File: config.mk
export PLATFORM = sky130hd
export DESIGN_NAME = ecc_apb_job_sequencer_flat
export DESIGN_NICKNAME = d
export VERILOG_FILES = /design/src/rtl/ecc_apb_job_sequencer_if.sv /design/src/rtl/ecc_apb_job_sequencer.sv /design/src/flat_wrapper.sv
export SDC_FILE = /design/constraint.sdc
export NUM_CORES = 1
export LEC_CHECK = 0
export BUFFER_PORTS_ARGS = -buffer_cell sky130_fd_sc_hd__buf_2
export CORE_MARGIN = 5
export CORE_UTILIZATION = 49
export CTS_CLUSTER_SIZE = 30
export DETAILED_ROUTE_END_ITERATION = 6
export PLACE_DENSITY = 0.86
export SYNTH_ARGS = -nofsm -noshare
export SYNTH_HDL_FRONTEND = slang
export SYNTH_SLANG_ARGS = --single-unit
File: constraint.sdc
create_clock -name clk -period 12.1 [get_ports clk]
set_input_delay 2.42 -clock clk [delete_from_list [all_inputs] [get_ports clk]]
set_output_delay 2.42 -clock clk [all_outputs]
set_load 0.01 [all_outputs]
File: src/rtl/ecc_apb_job_sequencer_if.sv
// Signal bundle for ecc_apb_job_sequencer: requester jobs, tagged responses,
// APB-master bus and ECC core status. "master" is the sequencer, "slave" its environment.
interface ecc_apb_job_sequencer_if #(
  parameter int AMBA_ADDR_WIDTH = 20,
  parameter int AMBA_WORD       = 32,
  parameter int NUM_REQ         = 2
) ();
  localparam int ID_W = $clog2(NUM_REQ);

  logic [NUM_REQ-1:0]           req_valid;
  logic [NUM_REQ-1:0]           req_ready;
  logic [2*NUM_REQ-1:0]         req_op;
  logic [2*NUM_REQ-1:0]         req_width;
  logic [AMBA_WORD*NUM_REQ-1:0] req_data;
  logic [AMBA_WORD*NUM_REQ-1:0] req_noise;

  logic                         rsp_valid;
  logic                         rsp_ready;
  logic [ID_W-1:0]              rsp_id;
  logic [AMBA_WORD-1:0]         rsp_data;
  logic [1:0]                   rsp_num_err;
  logic                         rsp_err;
  logic                         rsp_timeout;
  logic                         busy;

  logic [AMBA_ADDR_WIDTH-1:0]   PADDR;
  logic [AMBA_WORD-1:0]         PWDATA;
  logic                         PSEL;
  logic                         PENABLE;
  logic                         PWRITE;
  logic [AMBA_WORD-1:0]         PRDATA;

  logic [AMBA_WORD-1:0]         data_out;
  logic                         operation_done;
  logic [1:0]                   num_of_errors;

  modport master (
    input  req_valid, req_op, req_width, req_data, req_noise, rsp_ready,
           PRDATA, data_out, operation_done, num_of_errors,
    output req_ready, rsp_valid, rsp_id, rsp_data, rsp_num_err, rsp_err, rsp_timeout,
           busy, PADDR, PWDATA, PSEL, PENABLE, PWRITE
  );

  modport slave (
    output req_valid, req_op, req_width, req_data, req_noise, rsp_ready,
           PRDATA, data_out, operation_done, num_of_errors,
    input  req_ready, rsp_valid, rsp_id, rsp_data, rsp_num_err, rsp_err, rsp_timeout,
           busy, PADDR, PWDATA, PSEL, PENABLE, PWRITE
  );
endinterface

File: src/rtl/ecc_apb_job_sequencer.sv
// Round-robin job sequencer driving an APB-attached ECC core: program, start, wait, respond.
// Define ECC_SEQ_READBACK_EN to verify DATA_IN by an APB read before the CTRL write.
module ecc_apb_job_sequencer #(
  parameter int          AMBA_ADDR_WIDTH = 20,
  parameter int          AMBA_WORD       = 32,
  parameter int          NUM_REQ         = 2,
  parameter int unsigned BASE_ADDR       = 0,
  parameter int          TIMEOUT_CYCLES  = 16
) (
  input logic                     clk,
  input logic                     rst,
  ecc_apb_job_sequencer_if.master bus
);
  localparam int ID_W  = $clog2(NUM_REQ);
  localparam int CNT_W = $clog2(TIMEOUT_CYCLES + 1);

  typedef logic [AMBA_ADDR_WIDTH-1:0] addr_t;
  localparam addr_t ADDR_CTRL  = addr_t'(BASE_ADDR);
  localparam addr_t ADDR_DATA  = addr_t'(BASE_ADDR + 32'h4);
  localparam addr_t ADDR_WIDTH = addr_t'(BASE_ADDR + 32'h8);
  localparam addr_t ADDR_NOISE = addr_t'(BASE_ADDR + 32'hC);

  typedef enum logic [2:0] {S_IDLE, S_APB_SETUP, S_APB_ACCESS, S_WAIT_DONE, S_RESP} state_e;
  typedef enum logic [2:0] {X_DATA, X_WIDTH, X_NOISE, X_READ, X_CTRL} step_e;

  state_e               state_q, state_d;
  step_e                step_q, step_d;
  logic [ID_W-1:0]      ptr_q, ptr_d, id_q, id_d;
  logic [1:0]           op_q, op_d, width_q, width_d;
  logic [AMBA_WORD-1:0] data_q, data_d, noise_q, noise_d;
  logic [CNT_W-1:0]     wait_q, wait_d;
  logic [AMBA_WORD-1:0] rsp_data_q, rsp_data_d;
  logic [1:0]           rsp_nerr_q, rsp_nerr_d;
  logic                 rsp_err_q, rsp_err_d, rsp_to_q, rsp_to_d;

  logic                 grant_found;
  logic [ID_W-1:0]      grant_idx;
  logic [NUM_REQ-1:0]   req_ready_c;
  logic                 psel, penable, pwrite;
  addr_t                paddr;
  logic [AMBA_WORD-1:0] pwdata;

  // First pending requester at or after the round-robin pointer, wrapping around.
  always_comb begin
    int cand;
    grant_found = 1'b0;
    grant_idx   = '0;
    cand        = 0;
    for (int off = 0; off < NUM_REQ; off++) begin
      cand = int'(ptr_q) + off;
      if (cand >= NUM_REQ) cand = cand - NUM_REQ;
      if (!grant_found && bus.req_valid[cand]) begin
        grant_found = 1'b1;
        grant_idx   = ID_W'(cand);
      end
    end
  end

  always_comb begin
    req_ready_c = '0;
    if (state_q == S_IDLE && grant_found) req_ready_c[grant_idx] = 1'b1;
  end

  // NOTE: every signal written here gets its hold/default value first, so no path
  // through the case statements can leave it unassigned and infer a latch.
  always_comb begin
    state_d    = state_q;
    step_d     = step_q;
    ptr_d      = ptr_q;
    id_d       = id_q;
    op_d       = op_q;
    width_d    = width_q;
    data_d     = data_q;
    noise_d    = noise_q;
    wait_d     = wait_q;
    rsp_data_d = rsp_data_q;
    rsp_nerr_d = rsp_nerr_q;
    rsp_err_d  = rsp_err_q;
    rsp_to_d   = rsp_to_q;
    case (state_q)
      S_IDLE: if (grant_found) begin
        id_d       = grant_idx;
        op_d       = bus.req_op[2*grant_idx +: 2];
        width_d    = bus.req_width[2*grant_idx +: 2];
        data_d     = bus.req_data[AMBA_WORD*grant_idx +: AMBA_WORD];
        noise_d    = bus.req_noise[AMBA_WORD*grant_idx +: AMBA_WORD];
        ptr_d      = (grant_idx == ID_W'(NUM_REQ - 1)) ? '0 : grant_idx + 1'b1;
        step_d     = X_DATA;
        rsp_data_d = '0;
        rsp_nerr_d = '0;
        rsp_err_d  = 1'b0;
        rsp_to_d   = 1'b0;
        if (bus.req_op[2*grant_idx +: 2] == 2'b11) begin
          rsp_err_d = 1'b1;
          state_d   = S_RESP;
        end else begin
          state_d = S_APB_SETUP;
        end
      end
      S_APB_SETUP: state_d = S_APB_ACCESS;
      S_APB_ACCESS: begin
        state_d = S_APB_SETUP;
        case (step_q)
          X_DATA:  step_d = X_WIDTH;
          X_WIDTH: step_d = X_NOISE;
`ifdef ECC_SEQ_READBACK_EN
          X_NOISE: step_d = X_READ;
          X_READ: begin
            if (bus.PRDATA != data_q) begin
              rsp_err_d = 1'b1;
              state_d   = S_RESP;
            end else begin
              step_d = X_CTRL;
            end
          end
`else
          X_NOISE: step_d = X_CTRL;
`endif
          X_CTRL: begin
            state_d = S_WAIT_DONE;
            wait_d  = '0;
          end
          default: state_d = S_IDLE;
        endcase
      end
      S_WAIT_DONE: begin
        // The done level may still be left over from the previous job on the first cycle.
        if (wait_q != '0 && bus.operation_done) begin
          rsp_data_d = bus.data_out;
          rsp_nerr_d = (op_q == 2'b00) ? 2'b00 : bus.num_of_errors;
          state_d    = S_RESP;
        end else if (wait_q == CNT_W'(TIMEOUT_CYCLES - 1)) begin
          rsp_to_d = 1'b1;
          state_d  = S_RESP;
        end else begin
          wait_d = wait_q + 1'b1;
        end
      end
      S_RESP:  if (bus.rsp_ready) state_d = S_IDLE;
      default: state_d = S_IDLE;
    endcase
  end

  // NOTE: non-blocking assignments make all flops update together from pre-edge values.
  always_ff @(posedge clk or posedge rst) begin
    if (rst) begin
      state_q    <= S_IDLE;
      step_q     <= X_DATA;
      ptr_q      <= '0;
      id_q       <= '0;
      op_q       <= '0;
      width_q    <= '0;
      data_q     <= '0;
      noise_q    <= '0;
      wait_q     <= '0;
      rsp_data_q <= '0;
      rsp_nerr_q <= '0;
      rsp_err_q  <= 1'b0;
      rsp_to_q   <= 1'b0;
    end else begin
      state_q    <= state_d;
      step_q     <= step_d;
      ptr_q      <= ptr_d;
      id_q       <= id_d;
      op_q       <= op_d;
      width_q    <= width_d;
      data_q     <= data_d;
      noise_q    <= noise_d;
      wait_q     <= wait_d;
      rsp_data_q <= rsp_data_d;
      rsp_nerr_q <= rsp_nerr_d;
      rsp_err_q  <= rsp_err_d;
      rsp_to_q   <= rsp_to_d;
    end
  end

  // APB bus decoded straight from state so a reset drops PSEL/PENABLE without waiting for a clock.
  always_comb begin
    psel    = 1'b0;
    penable = 1'b0;
    pwrite  = 1'b0;
    paddr   = '0;
    pwdata  = '0;
    if (state_q == S_APB_SETUP || state_q == S_APB_ACCESS) begin
      psel    = 1'b1;
      penable = (state_q == S_APB_ACCESS);
      pwrite  = 1'b1;
      case (step_q)
        X_DATA:  begin paddr = ADDR_DATA;  pwdata = data_q;                  end
        X_WIDTH: begin paddr = ADDR_WIDTH; pwdata = AMBA_WORD'(width_q);     end
        X_NOISE: begin paddr = ADDR_NOISE; pwdata = noise_q;                 end
        X_READ:  begin paddr = ADDR_DATA;  pwrite = 1'b0;                    end
        X_CTRL:  begin paddr = ADDR_CTRL;  pwdata = AMBA_WORD'(op_q);        end
        default: ;
      endcase
    end
  end

`ifndef ECC_SEQ_READBACK_EN
  logic unused_prdata;
  assign unused_prdata = ^bus.PRDATA;
`endif

  assign bus.req_ready   = req_ready_c;
  assign bus.rsp_valid   = (state_q == S_RESP);
  assign bus.rsp_id      = id_q;
  assign bus.rsp_data    = rsp_data_q;
  assign bus.rsp_num_err = rsp_nerr_q;
  assign bus.rsp_err     = rsp_err_q;
  assign bus.rsp_timeout = rsp_to_q;
  assign bus.busy        = (state_q != S_IDLE);
  assign bus.PSEL        = psel;
  assign bus.PENABLE     = penable;
  assign bus.PWRITE      = pwrite;
  assign bus.PADDR       = paddr;
  assign bus.PWDATA      = pwdata;
endmodule

File: src/flat_wrapper.sv
// flat-port wrapper written by rule: the top's interface ports become plain ports
module ecc_apb_job_sequencer_flat 
#(
  parameter int          AMBA_ADDR_WIDTH = 20,
  parameter int          AMBA_WORD       = 32,
  parameter int          NUM_REQ         = 2,
  parameter int unsigned BASE_ADDR       = 0,
  parameter int          TIMEOUT_CYCLES  = 16
)
  (clk, rst, bus_req_valid, bus_req_op, bus_req_width, bus_req_data, bus_req_noise, bus_rsp_ready, bus_PRDATA, bus_data_out, bus_operation_done, bus_num_of_errors, bus_req_ready, bus_rsp_valid, bus_rsp_id, bus_rsp_data, bus_rsp_num_err, bus_rsp_err, bus_rsp_timeout, bus_busy, bus_PADDR, bus_PWDATA, bus_PSEL, bus_PENABLE, bus_PWRITE);
  ecc_apb_job_sequencer_if #(.AMBA_ADDR_WIDTH(AMBA_ADDR_WIDTH), .AMBA_WORD(AMBA_WORD), .NUM_REQ(NUM_REQ)) bus_i ();
  input logic clk;
  input logic rst;
  input wire logic [$bits(bus_i.req_valid)-1:0] bus_req_valid;
  input wire logic [$bits(bus_i.req_op)-1:0] bus_req_op;
  input wire logic [$bits(bus_i.req_width)-1:0] bus_req_width;
  input wire logic [$bits(bus_i.req_data)-1:0] bus_req_data;
  input wire logic [$bits(bus_i.req_noise)-1:0] bus_req_noise;
  input wire logic [$bits(bus_i.rsp_ready)-1:0] bus_rsp_ready;
  input wire logic [$bits(bus_i.PRDATA)-1:0] bus_PRDATA;
  input wire logic [$bits(bus_i.data_out)-1:0] bus_data_out;
  input wire logic [$bits(bus_i.operation_done)-1:0] bus_operation_done;
  input wire logic [$bits(bus_i.num_of_errors)-1:0] bus_num_of_errors;
  output wire logic [$bits(bus_i.req_ready)-1:0] bus_req_ready;
  output wire logic [$bits(bus_i.rsp_valid)-1:0] bus_rsp_valid;
  output wire logic [$bits(bus_i.rsp_id)-1:0] bus_rsp_id;
  output wire logic [$bits(bus_i.rsp_data)-1:0] bus_rsp_data;
  output wire logic [$bits(bus_i.rsp_num_err)-1:0] bus_rsp_num_err;
  output wire logic [$bits(bus_i.rsp_err)-1:0] bus_rsp_err;
  output wire logic [$bits(bus_i.rsp_timeout)-1:0] bus_rsp_timeout;
  output wire logic [$bits(bus_i.busy)-1:0] bus_busy;
  output wire logic [$bits(bus_i.PADDR)-1:0] bus_PADDR;
  output wire logic [$bits(bus_i.PWDATA)-1:0] bus_PWDATA;
  output wire logic [$bits(bus_i.PSEL)-1:0] bus_PSEL;
  output wire logic [$bits(bus_i.PENABLE)-1:0] bus_PENABLE;
  output wire logic [$bits(bus_i.PWRITE)-1:0] bus_PWRITE;
  assign bus_i.req_valid = bus_req_valid;
  assign bus_i.req_op = bus_req_op;
  assign bus_i.req_width = bus_req_width;
  assign bus_i.req_data = bus_req_data;
  assign bus_i.req_noise = bus_req_noise;
  assign bus_i.rsp_ready = bus_rsp_ready;
  assign bus_i.PRDATA = bus_PRDATA;
  assign bus_i.data_out = bus_data_out;
  assign bus_i.operation_done = bus_operation_done;
  assign bus_i.num_of_errors = bus_num_of_errors;
  assign bus_req_ready = bus_i.req_ready;
  assign bus_rsp_valid = bus_i.rsp_valid;
  assign bus_rsp_id = bus_i.rsp_id;
  assign bus_rsp_data = bus_i.rsp_data;
  assign bus_rsp_num_err = bus_i.rsp_num_err;
  assign bus_rsp_err = bus_i.rsp_err;
  assign bus_rsp_timeout = bus_i.rsp_timeout;
  assign bus_busy = bus_i.busy;
  assign bus_PADDR = bus_i.PADDR;
  assign bus_PWDATA = bus_i.PWDATA;
  assign bus_PSEL = bus_i.PSEL;
  assign bus_PENABLE = bus_i.PENABLE;
  assign bus_PWRITE = bus_i.PWRITE;
  ecc_apb_job_sequencer #(.AMBA_ADDR_WIDTH(AMBA_ADDR_WIDTH), .AMBA_WORD(AMBA_WORD), .NUM_REQ(NUM_REQ), .BASE_ADDR(BASE_ADDR), .TIMEOUT_CYCLES(TIMEOUT_CYCLES)) u_core (.clk(clk), .rst(rst), .bus(bus_i));
endmodule
After elaboration in Yosys (flattened, before gate mapping)

Cells that the tools add are included.

Input bits: 208
Bits in registers: 117
Output and inout bits: 96
Logic and storage cells: 119

Add/sub/neg operators: 5
Eq/ne operators: 19
Shifts and indexed selects: 4
Reduce and logical (&&, ||, !) cells: 22
Magnitude comparators: 6
Mux-type cells: 50

Operator list:

| kind                    | number |
|---|---|
| $mux W32                | 5 |
| $pmux W32 S4            | 1 |
| $shiftx A64 B7 Y32      | 2 |
| $lt A32 B3 Y1 const B   | 2 |
| $pmux W32 S2            | 1 |
| $ge A32 B3 Y1 const B   | 1 |
| $sub A32 B3 Y32 const B | 1 |
| $mux W1                 | 20 |
| $mux W20                | 1 |
| $mux W3                 | 6 |
| $mux W5                 | 3 |
| $pmux W3 S5             | 1 |
| $eq A3 B2 Y1 const B    | 4 |
| $pmux W4 S3             | 1 |
| $pmux W5 S2             | 1 |
| $pmux W3 S3             | 1 |
| $reduce_and A3 Y1       | 3 |
| $mux W2                 | 4 |
| $ne A2 B2 Y1 const B    | 4 |
| $pmux W2 S2             | 2 |
| $reduce_and A4 Y1       | 2 |
| $shiftx A4 B3 Y2        | 2 |
| $eq A3 B1 Y1 const B    | 2 |
| $eq A3 B3 Y1 const B    | 2 |
| 26 further kinds        | 34 |

Depth between registers and ports, before layout

Gate-level depths: netlist of run 1.

Depth in word-level cells: 14
Gate-level depth with buffers: 8
Depth with buffers taken out: 6

Least setup slack after synthesis of run 1

No wires, ideal clock.

Path type: input -> output
Start point: in bus_req_valid[1]
End point: out bus_req_ready[0]
Data required time: 9680 ps
Path slack: 6571 ps
Data arrival time: 3109 ps
Buffers on the path: 2
Stages on the path: 5
Path through: nor2_1 > or2_1 > buf_6 > a21oi_4 > buf_4

Longest elaborated chain between the ends: 12
Elaborated cells between the ends (all ways): 19
Those cells by class: 2 x order compare; 13 x mux; 4 x reduce/logical

Ends and longest elaborated chain:

| element                                                                   | RTL line                    | text |
|---|---|---|
| start, declared                                                           | flat_wrapper.sv:14          | `input wire logic [$bits(bus_i.req_valid)-1:0] bus_req_valid;` |
| $mux W1 (implied by the code) (3 in a row)                                | ecc_apb_job_sequencer.sv:52 | `if (!grant_found && bus.req_valid[cand]) begin` |
| $mux W1                                                                   | ecc_apb_job_sequencer.sv:52 |  |
| $logic_not A1 Y1                                                          | ecc_apb_job_sequencer.sv:52 |  |
| $logic_and A1 B1 Y1                                                       | ecc_apb_job_sequencer.sv:52 |  |
| $mux W1                                                                   | ecc_apb_job_sequencer.sv:52 |  |
| $lt A1 B2 Y1 (implied by the code) / $ge A1 B1 Y1 (equally long branches) | ecc_apb_job_sequencer.sv:61 | `if (state_q == S_IDLE && grant_found) req_ready_c[grant_idx] = 1'b1;` |
| $logic_and A1 B1 Y1 (implied by the code)                                 | ecc_apb_job_sequencer.sv:61 |  |
| $mux W1 (implied by the code)                                             | ecc_apb_job_sequencer.sv:61 |  |
| $demux W1 S1                                                              | -                           |  |
| $mux W2 (*)                                                               | ecc_apb_job_sequencer.sv:61 |  |
| end, declared                                                             | flat_wrapper.sv:24          | `output wire logic [$bits(bus_i.req_ready)-1:0] bus_req_ready;` |

Mark *: on every way between the ends. The rest lies on a longest branch, timed or not. The select of a mux whose other input is x is not followed.

Worst setup path after layout of run 1

Start point: in bus_req_valid[1]
End point: out bus_req_ready[1]

The elaborated chain is that of the path after synthesis.

==> flow_metrics.py, run 1 <==
metrics = {
    "die": {
        "core_area_um2": 11500,
        "initial_core_util_pct": 50.1,
        "die_h_um": 118,
        "die-area_um2": 14000,
        "fp.dieW_um": 118,
        "ioPinCount": 304,
        "row_count": 39,
    },
    "detailed_routing": {
        "drt_wl_total_mm": 16.9,
        "vias": 5165,
        "routedWlPerCell_um": 18.2,
        "drt_iter0_drc": 314,
        "route.met2.wl_mm": 8.48,
        "wl_met1_mm": 6.56,
        "firstDrtPassIters": 4,
        "ant_nets": 0,
        "dr_wl_met3_mm": 1.59,
        "vias_per_cell": 5.58,
        "drc": 0,
        "top_layer": "met4",
    },
    "clock_tree": {
        "clkTransAtPathRegs_ns": 0.05,
        "cts.sink_count": 117,
        "h-tree-depth": 4,
        "clock_path_buffers": 2,
        "cts_root_buf": "clkbuf_16",
        "cts-buffers-inserted": 17,
        "ctsHoldBuffers": 0,
        "post_cts_buffers": 0,
        "clock_latency_ns": 0.41,
        "cts_tree": "done",
        "cts_resized": 0,
    },
    "cells_and_area": {
        "fillers": 859,
        "syn_to_final_growth_pct": 31.8,
        "design_area_um2": 7580,
        "fin_util_pct": 66.1,
        "drive_gt1_share_pct": 38.8,
        "nets": 980,
    },
    "placement": {
        "placed_area_um2": 6950,
        "place_congestion": 0.802,
        "portBuffers": 253,
        "pre_cts_slack_ns": 5.35,
        "dp_hpwl_mm": 12.1,
    },
    "flow_run": {
        "maxCapViolCount": 0,
    },
    "critical_path": {
        "cp.arrival_ns": 4.37,
        "path_class": "input port to primary output",
        "cp-startpoint": "bus_req_valid[1]",
        "r2r_slack_ns": 9.27,
        "required_ns": 9.68,
        "crit_fanout": 77,
        "timing.rr.start": "u_core.state_q[2]",
        "end_kind": "primary output",
        "critPathLaunchType": "input port",
    },
    "yosys": {
        "synth_warnings": 0,
        "synth_area_per_cell_um2": 10.8,
        "seq_area_frac_synth_pct": 50.9,
        "netlist_instances": 532,
        "synth_seq_cells": 117,
        "netlist_area_um2": 5750,
        "synth.distinct_cells": 50,
    },
    "power": {
        "clkPwrFrac_pct": 25.7,
        "powerDensity_nw_per_um2": 272,
        "switchingPower_mw": 0.761,
        "ir_drop_mv": 0.169,
        "p_leak_nw": 3.89,
        "internal_power_mw": 1.30,
        "power.share.switching_pct": 36.9,
        "pwr-share-comb_pct": 42.1,
        "seqPwrFrac_pct": 32.2,
    },
    "sta": {
        "rsz0062_at_grt": "false",
        "max_clock_freq_mhz": 147,
        "worst_pin_slew_ns": 0.911,
        "setup_violations": 0,
        "final.period_utilization_pct": 56.1,
        "hold_viol": 0,
        "relSlewSlack_pct": 39.1,
        "tns_ns": 0,
        "finalClockSkew_ns": 0.00948,
        "slew_violations": 0,
        "worst_slack_ns": 5.31,
        "post-route-min-period_ns": 6.79,
    },
    "min_path": {
        "hold_path.class": "flop to flop",
        "min_from": "u_core.bus.rsp_err",
    },
    "grt": {
        "grt_pass1_vias": 5420,
        "grt-ovfl-total": 0,
        "grt_max_degree": 78,
        "antenna_found_initial": 1,
        "grt_pass1_wl_mm": 27.0,
        "grt_usage_pct": 23.6,
    },
    "run_status": {
        "status": "finished clean",
    },
}
-- cell usage in the layout, fill, tap and decap left out, types with 3 or more instances in the layout --
master | synthesis | final
clkbuf_16 | 0 | 17
conb_1 | 1 | 18
inv_1 | 9 | 8
clkinvlp_4 | 0 | 3
nand2b_1 | 3 | 3
o21ai_0 | 8 | 8
ha_1 | 3 | 3
bufinv_16 | 0 | 4
mux2i_1 | 7 | 7
buf_4 | 26 | 8
buf_2 | 4 | 253
nand2_1 | 38 | 38
and2_0 | 35 | 35
clkbuf_8 | 0 | 3
nor2_1 | 41 | 41
a22o_1 | 25 | 25
a21oi_1 | 15 | 15
nor3_1 | 5 | 3
nor2b_1 | 3 | 3
a221o_1 | 66 | 66
clkbuf_1 | 20 | 3
a22oi_1 | 30 | 30
nand3b_1 | 4 | 4
dfrtp_1 | 117 | 117
and2_1 | 32 | 32
-- power by group through the flow --
stage	Clock, mW	Sequential [mW]	Combinational, mW
CTS	0.539	0.662	0.876
finish	0.529	0.665	0.869
global placement	0	0.657	0.848
floorplan	0	0.647	0.637
detailed placement	0	0.664	0.872
global route	0.557	0.686	0.958
-- cell type report --
| type | instances | area, um^2 | area share (%) |
|---|---|---|---|
| diodes | 1 | 2.50 | 0.0330 |
| clock buffers | 23 | 478 | 6.31 |
| clock inverters | 8 | 148 | 1.95 |
| inverters | 9 | 36.3 | 0.479 |
| multi-input cells | 363 | 2480 | 32.8 |
| flip-flops and latches | 117 | 2930 | 38.6 |
| well taps | 143 | 179 | 2.36 |
| repair buffers | 261 | 1330 | 17.5 |
-- synth_stat cells, drive strengths merged --
cell type / n / area (um^2)
dfrtp: 117 / 2930
and2: 67 / 419
a221o: 66 / 661
nor2: 42 / 165
buf: 40 / 309
nand2: 38 / 143
a22oi: 30 / 225
a22o: 25 / 219
clkbuf: 20 / 75.1
a21oi: 16 / 91.3
inv: 9 / 33.8
o21ai: 8 / 40.0
mux2i: 7 / 70.1
nor3: 5 / 25.0
nand3b: 4 / 30.0
ha: 3 / 37.5
nand2b: 3 / 18.8
nor2b: 3 / 18.8
nand4: 2 / 12.5
nor3b: 2 / 15.0
o21bai: 2 / 15.0
or2: 2 / 12.5
xnor2: 2 / 17.5
a211oi: 1 / 12.5
a21o: 1 / 7.51
a221oi: 1 / 8.76
a31oi: 1 / 6.26
a32o: 1 / 10.0
a41oi: 1 / 8.76
and3: 1 / 6.26
and3b: 1 / 10.0
conb: 1 / 3.75
maj3: 1 / 10.0
mux2: 1 / 11.3
nand3: 1 / 5.00
nor4b: 1 / 8.76
o221ai: 1 / 8.76
o2bb2ai: 1 / 8.76
o32a: 1 / 11.3
or3: 1 / 11.3
or3b: 1 / 8.76
or4b: 1 / 10.0
-- cell families (layout without fill, tap and decap cells) --
| logic type | count (synthesis) | in the layout | synth area share (%) |
|---|---|---|---|
| buffers and inverters | 69 | 301 | 7.27 |
| AND/OR/NAND/NOR | 175 | 175 | 16.0 |
| AO/OA/AOI/OAI | 156 | 156 | 23.2 |
| flip-flops | 117 | 117 | 50.9 |
| multiplexers | 8 | 8 | 1.41 |
| XOR/XNOR | 2 | 2 | 0.305 |
| other | 1 | 19 | 0.0652 |
| adder cells (fa/ha/maj) | 4 | 4 | 0.827 |
-- metrics by stage --
step | hold WS, ns | power, mW | std cells
after global placement | 0.460 | 1.50 | 893
after CTS | 0.487 | 2.08 | 924
after floorplan | 0.457 | 1.28 | 549
after global routing | 0.493 | 2.20 | 925
final | 0.476 | 2.06 | 925
after detailed placement | 0.474 | 1.54 | 893
-- layer usage --
layer / up-vias / global-route usage (%)
li1: 2401 / -
met1: 2478 / 28.6
met5: - / 0
met4: 0 / 7.10
met3: 20 / 7.74
met2: 266 / 40.1
-- worst paths after layout --
kind                                          end  cells past startpoint
max in group asynchronous       u_core.noise_q[8]                      3
hold / removal                 u_core.bus.rsp_err                      2
min in group asynchronous  u_core.bus.rsp_data[4]                      2
hold reg to reg                u_core.bus.rsp_err                      2
setup / recovery                 bus_req_ready[1]                      7
setup reg to reg               u_core.noise_q[15]                      7
-- state kept, by name, summed over array words and instances (netlist names) --
signal,flops
u_core.bus.rsp_timeout,1
u_core.ptr_q,1
u_core.bus.rsp_num_err,2
u_core.data_q,32
u_core.bus.rsp_data,32
u_core.step_q,3
u_core.bus.rsp_err,1
u_core.state_q,3
u_core.noise_q,32
u_core.width_q,2
u_core.op_q,2
u_core.bus.rsp_id,1
u_core.wait_q,5
-- worst max-delay path, stage by stage --
cell and delay, ns:
buf_2 0.16, nor2_1 0.11, or2_2 0.28, buf_4 0.34, nor2_4 0.15, buf_4 0.58
buf_2 0.26
No activity file was read; power rests on OpenSTA's default activity.
==> run 2: changes to the inputs <==
--- a/config.mk
+++ b/config.mk
@@ -7,10 +7,10 @@
 export LEC_CHECK = 0
 export BUFFER_PORTS_ARGS = -buffer_cell sky130_fd_sc_hd__buf_2
 export CORE_MARGIN = 5
-export CORE_UTILIZATION = 49
+export CORE_UTILIZATION = 46
 export CTS_CLUSTER_SIZE = 30
 export DETAILED_ROUTE_END_ITERATION = 6
-export PLACE_DENSITY = 0.86
+export PLACE_DENSITY = 0.82
 export SYNTH_ARGS = -nofsm -noshare
 export SYNTH_HDL_FRONTEND = slang
 export SYNTH_SLANG_ARGS = --single-unit
==> constraint.sdc (replaced) <==
create_clock -name clk -period 6.7 [get_ports clk]
set_input_delay 1.34 -clock clk [delete_from_list [all_inputs] [get_ports clk]]
set_output_delay 1.34 -clock clk [all_outputs]
set_load 0.01 [all_outputs]
==> flow_metrics.py, run 2 (synthesized netlist as in run 1, its figures left out) <==
metrics = {
    "critical_path": {
        "cp.arrival_ns": 2.96,
        "critPathLaunchType": "input port",
        "crit_fanout": 67,
        "path_class": "input port to primary output",
        "required_ns": 5.36,
        "end_kind": "primary output",
        "r2r_slack_ns": 3.93,
        "reg2reg_depth": 6,
        "crit_slowest_cell": "buf_4",
        "path_cells": "buf_2 > nor2_1 > or2_2 > a21oi_4 > buf_4 > buf_2",
        "cpPeakStageDelay_ns": 0.58,
        "critPathBufInv": 3,
        "crit_top_cell": "buf_2",
        "crit_family": "buffers and inverters",
        "cp.depth": 6,
    },
    "clock_tree": {
        "cts_resized": 0,
        "post_cts_buffers": 0,
        "clock_latency_ns": 0.40,
        "cts-buffers-inserted": 17,
        "clkTransAtPathRegs_ns": 0.05,
        "clock_path_buffers": 2,
        "cts_root_buf": "clkbuf_16",
        "cts_tree": "done",
        "h-tree-depth": 4,
        "cts.sink_count": 117,
        "ctsHoldBuffers": 0,
    },
    "power": {
        "ir_drop_mv": 0.226,
        "clkPwrFrac_pct": 23.8,
        "internal_power_mw": 2.28,
        "pwr-share-comb_pct": 43.2,
        "seqPwrFrac_pct": 33.1,
        "p_leak_nw": 3.88,
        "p_total_mw": 3.65,
        "power.share.switching_pct": 37.6,
        "powerDensity_nw_per_um2": 483,
        "switchingPower_mw": 1.37,
    },
    "detailed_routing": {
        "top_layer": "met4",
        "ant_nets": 0,
        "route.met2.wl_mm": 8.29,
        "drc": 0,
        "vias_per_cell": 5.58,
        "drt_wl_total_mm": 17.0,
        "vias": 5276,
        "dr_wl_met3_mm": 1.89,
        "routedWlPerCell_um": 18.0,
        "firstDrtPassIters": 5,
        "wl_met1_mm": 6.60,
        "drt_iter0_drc": 303,
    },
    "sta": {
        "finalClockSkew_ns": 0.00739,
        "post-route-min-period_ns": 4.30,
        "final.period_utilization_pct": 64.2,
        "tns_ns": 0,
        "worst_pin_slew_ns": 0.885,
        "slew_violations": 0,
        "rsz0062_at_grt": "false",
        "max_clock_freq_mhz": 232,
        "relSlewSlack_pct": 40.8,
        "hold_viol": 0,
        "setup_violations": 0,
    },
    "die": {
        "core_area_um2": 12100,
        "initial_core_util_pct": 47.5,
        "row_count": 40,
        "fp.dieW_um": 122,
        "die-area_um2": 14800,
        "die_h_um": 122,
        "ioPinCount": 304,
    },
    "cells_and_area": {
        "final_cell_mix": "buf_2 (253), dfrtp_1 (117), a221o_1 (66)",
        "antennaDiodeCount": 0,
        "fillers": 984,
        "final_common_cell": "buf_2",
        "drive_gt1_share_pct": 38.8,
        "nets": 979,
        "syn_to_final_growth_pct": 31.4,
        "seq_area_um2": 2930,
        "multiInputGateArea_um2": 2480,
    },
    "placement": {
        "dp_hpwl_mm": 12.1,
        "portBuffers": 253,
        "place_congestion": 0.848,
    },
    "run_status": {
        "status": "finished clean",
    },
    "min_path": {
        "hold_path.class": "flop to flop",
        "hold_depth": 1,
    },
    "grt": {
        "grt-ovfl-total": 0,
        "antenna_found_initial": 0,
        "grt_pass1_vias": 5259,
        "grt_usage_pct": 22.3,
        "grt_max_degree": 77,
        "grt_pass1_wl_mm": 26.1,
    },
    "flow_run": {
        "maxCapViolCount": 0,
    },
}
## run 2: routing by layer
layer | track usage (%) | vias up
li1 | - | 2405
met4 | 8.68 | 0
met1 | 27.4 | 2529
met2 | 37.1 | 314
met5 | 0 | -
met3 | 6.78 | 28
## run 2: worst paths after layout
check                                          endpoint         startpoint
min in group asynchronous             u_core.noise_q[6]                rst
worst min-delay path                  u_core.bus.rsp_id  u_core.bus.rsp_id
worst min register to register        u_core.bus.rsp_id  u_core.bus.rsp_id
worst max-delay path                   bus_req_ready[0]   bus_req_valid[1]
worst max register to register        u_core.width_q[1]  u_core.state_q[2]
max in group asynchronous       u_core.bus.rsp_data[30]                rst
## run 2: final cells by class
class                      count  share of cell area, %
sequential                   117                   38.8
multi-input combinational    363                   32.9
timing repair buffer         260                   17.5
clock buffer                  26                   7.14
tap                          168                   2.78
clock inverter                 3                  0.530
inverter                       9                  0.480
## run 2: power groups by stage
stage	clock network (mW)	logic [mW]	registers, mW
floorplan	0	1.15	1.17
global placement	0	1.53	1.19
detailed placement	0	1.57	1.20
CTS	0.887	1.59	1.20
global route	0.915	1.72	1.24
finish	0.868	1.58	1.21
## run 2: through the flow
stage	utilization, %	cell area (um^2)	setup WS (ns)	instances	hold WS [ns]
floorplan	-	5810	2.26	549	0.457
global placement	57.6	6980	2.49	917	0.455
detailed placement	57.6	6980	2.47	917	0.463
CTS	62.4	7550	2.43	946	0.474
global route	62.4	7550	2.32	946	0.498
finish	62.4	7550	2.40	946	0.467
==> run 3: changes to the inputs <==
--- a/config.mk
+++ b/config.mk
@@ -5,12 +5,13 @@
 export SDC_FILE = /design/constraint.sdc
 export NUM_CORES = 1
 export LEC_CHECK = 0
+export ABC_AREA = 1
 export BUFFER_PORTS_ARGS = -buffer_cell sky130_fd_sc_hd__buf_2
 export CORE_MARGIN = 5
 export CORE_UTILIZATION = 46
 export CTS_CLUSTER_SIZE = 30
 export DETAILED_ROUTE_END_ITERATION = 6
-export PLACE_DENSITY = 0.82
+export PLACE_DENSITY = 0.8
 export SYNTH_ARGS = -nofsm -noshare
 export SYNTH_HDL_FRONTEND = slang
 export SYNTH_SLANG_ARGS = --single-unit
==> constraint.sdc (replaced) <==
create_clock -name clk -period 4.2 [get_ports clk]
set_input_delay 0.84 -clock clk [delete_from_list [all_inputs] [get_ports clk]]
set_output_delay 0.84 -clock clk [all_outputs]
set_load 0.01 [all_outputs]
==> flow_metrics.py, run 3 <==
metrics = {
    "clock_tree": {
        "clkTransAtPathRegs_ns": 0.05,
        "h-tree-depth": 4,
        "cts_resized": 0,
        "clock_path_buffers": 2,
        "ctsHoldBuffers": 0,
        "post_cts_buffers": 0,
        "cts.sink_count": 117,
        "cts_root_buf": "clkbuf_16",
        "clock_latency_ns": 0.42,
        "cts_tree": "done",
        "cts-buffers-inserted": 17,
    },
    "die": {
        "core_area_um2": 13100,
        "die-area_um2": 15700,
        "die_h_um": 125,
        "ioPinCount": 304,
        "row_count": 42,
        "initial_core_util_pct": 46.4,
        "fp.dieW_um": 125,
    },
    "power": {
        "p_total_mw": 6.27,
        "powerDensity_nw_per_um2": 782,
        "ir_drop_mv": 0.414,
        "p_leak_nw": 4.56,
    },
    "yosys": {
        "synthTopCellsByCount": "nand2_1 (242), dfrtp_1 (117), nand3_1 (114)",
        "synth_edf_count": 0,
        "yosysTopAreaCell": "dfrtp_1",
        "synth_top_area_share_pct": 48.0,
        "synth.most_common_cell": "nand2_1",
        "synth_area_per_cell_um2": 7.66,
        "synth_flop_cell": "dfrtp_1",
        "ys_async_sr_fraction_pct": 100,
        "netlist_instances": 796,
        "synthTopCellsByArea": "dfrtp_1 (48%), nand2_1 (15%), nand3_1 (9.4%)",
        "synth_seq_cells": 117,
        "netlist_area_um2": 6100,
        "synth.distinct_cells": 32,
        "synth_warnings": 0,
        "seq_area_frac_synth_pct": 48.0,
    },
    "critical_path": {
        "required_ns": 3.36,
        "cp.arrival_ns": 2.36,
        "critPathBufInv": 3,
        "reg2reg_depth": 8,
        "crit_family": "simple AND/OR/NAND/NOR gates",
        "path_cells": "nor2_2 > buf_4 > nand3_1 > o21ai_0 > nand2_1 > inv_1 > buf_2",
        "path_class": "flop to primary output",
        "critPathLaunchType": "flop",
        "cp.depth": 7,
        "end_kind": "primary output",
        "crit_fanout": 17,
        "crit_slowest_cell": "nor2_2",
        "cpPeakStageDelay_ns": 0.65,
    },
    "sta": {
        "hold_viol": 0,
        "tns_ns": 0,
        "worst_pin_slew_ns": 0.781,
        "slew_violations": 0,
        "final.period_utilization_pct": 76.2,
        "setup_violations": 0,
        "max_clock_freq_mhz": 312,
        "relSlewSlack_pct": 47.9,
        "rsz0062_at_grt": "false",
        "finalClockSkew_ns": 0.00748,
        "post-route-min-period_ns": 3.20,
    },
    "placement": {
        "dp_hpwl_mm": 12.6,
        "place_congestion": 0.849,
        "portBuffers": 253,
    },
    "detailed_routing": {
        "drc": 0,
        "drt_wl_total_mm": 18.4,
        "vias": 6083,
        "vias_per_cell": 4.99,
        "routedWlPerCell_um": 15.1,
        "ant_nets": 0,
        "drt_iter0_drc": 443,
        "firstDrtPassIters": 5,
    },
    "cells_and_area": {
        "final_common_cell": "buf_2",
        "syn_to_final_growth_pct": 31.6,
        "nets": 1241,
        "final_cell_mix": "buf_2 (253), nand2_1 (242), dfrtp_1 (117)",
        "antennaDiodeCount": 0,
        "drive_gt1_share_pct": 29.7,
    },
    "min_path": {
        "hold_path.class": "flop to flop",
        "hold_depth": 2,
    },
    "grt": {
        "grt-ovfl-total": 0,
        "antenna_found_initial": 1,
        "grt_max_degree": 68,
        "grt_usage_pct": 23.5,
        "grt_pass1_wl_mm": 29.9,
        "grt_pass1_vias": 6112,
    },
    "run_status": {
        "status": "finished clean",
    },
    "flow_run": {
        "maxCapViolCount": 0,
    },
}
run 3: cell types whose count changed in the layout (fill, tap and decap cells not counted), sizes merged, moves of 25 or more:
cell    before  now
and2        67    0
nand3        1  116
a221o       66    0
a22oi       30    0
a22o        25    0
inv          9  107
o211ai       0   30
o21ai        8   67
nand2       38  245
run 3: stage by stage:
stage / std cells / util [%] / hold WS (ns) / area [um^2] / worst slack [ns]
2_1_floorplan: 813 / - / 0.465 / 6160 / 0.259
3_3_place_gp: 1187 / 56.0 / 0.467 / 7350 / 1.46
3_5_place_dp: 1187 / 56.0 / 0.474 / 7350 / 1.41
4_1_cts: 1219 / 61.1 / 0.487 / 8020 / 0.958
5_1_grt: 1219 / 61.1 / 0.514 / 8020 / 0.792
6_report: 1219 / 61.1 / 0.484 / 8020 / 0.998
run 3: final cells by class:
| cell class | instances | area [um^2] |
|---|---|---|
| Inverter | 108 | 409 |
| Clock buffer | 24 | 502 |
| Timing Repair Buffer | 261 | 1340 |
| Tap cell | 176 | 220 |
| Fill cell | 1161 | 5120 |
| Multi-Input combinational cell | 525 | 2460 |
| Clock inverter | 8 | 168 |
| Sequential cell | 117 | 2930 |
run 3: cell families after synthesis:
| logic type | Yosys count | synth area share (%) |
|---|---|---|
| AND/OR/NAND/NOR | 395 | 28.1 |
| XOR/XNOR | 1 | 0.144 |
| adder cells (fa/ha/maj) | 3 | 0.616 |
| AO/OA/AOI/OAI | 108 | 10.3 |
| other | 1 | 0.0615 |
| buffers and inverters | 171 | 12.7 |
| flip-flops | 117 | 48.0 |
run 3: routing by layer:
metal | share of wire, % | global-route usage [%] | routed length (um)
met1 | 41 | 29.4 | 7460
met2 | 46 | 36.9 | 8530
met3 | 9.5 | 8.27 | 1740
met4 | 3.3 | 10.1 | 608
met5 | 0.071 | 0 | 13
run 3: worst paths after layout:
kind                                     from                 end  slack [ns]
hold reg to reg            u_core.bus.rsp_err  u_core.bus.rsp_err        0.48
setup reg to reg                 u_core.ptr_q  u_core.noise_q[20]        1.98
hold / removal             u_core.bus.rsp_err  u_core.bus.rsp_err        0.48
setup / recovery             u_core.step_q[1]      bus_PWDATA[18]         1.0
min in group asynchronous                 rst   u_core.data_q[10]        0.53
max in group asynchronous                 rst    u_core.step_q[2]        2.90
run 3: tightest hold or removal path: stages (launching register included):
cell and delay (ns):
dfrtp_1 0.34, nand2_1 0.05, o21ai_0 0.06
run 3: report_power, final:
part	leakage, nW	internal, mW	total (mW)	switching (mW)
clock network	0.326	1.13	1.63	0.501
logic	2.75	0.964	2.75	1.79
registers	1.48	1.64	1.89	0.255
total	4.56	3.73	6.27	2.54
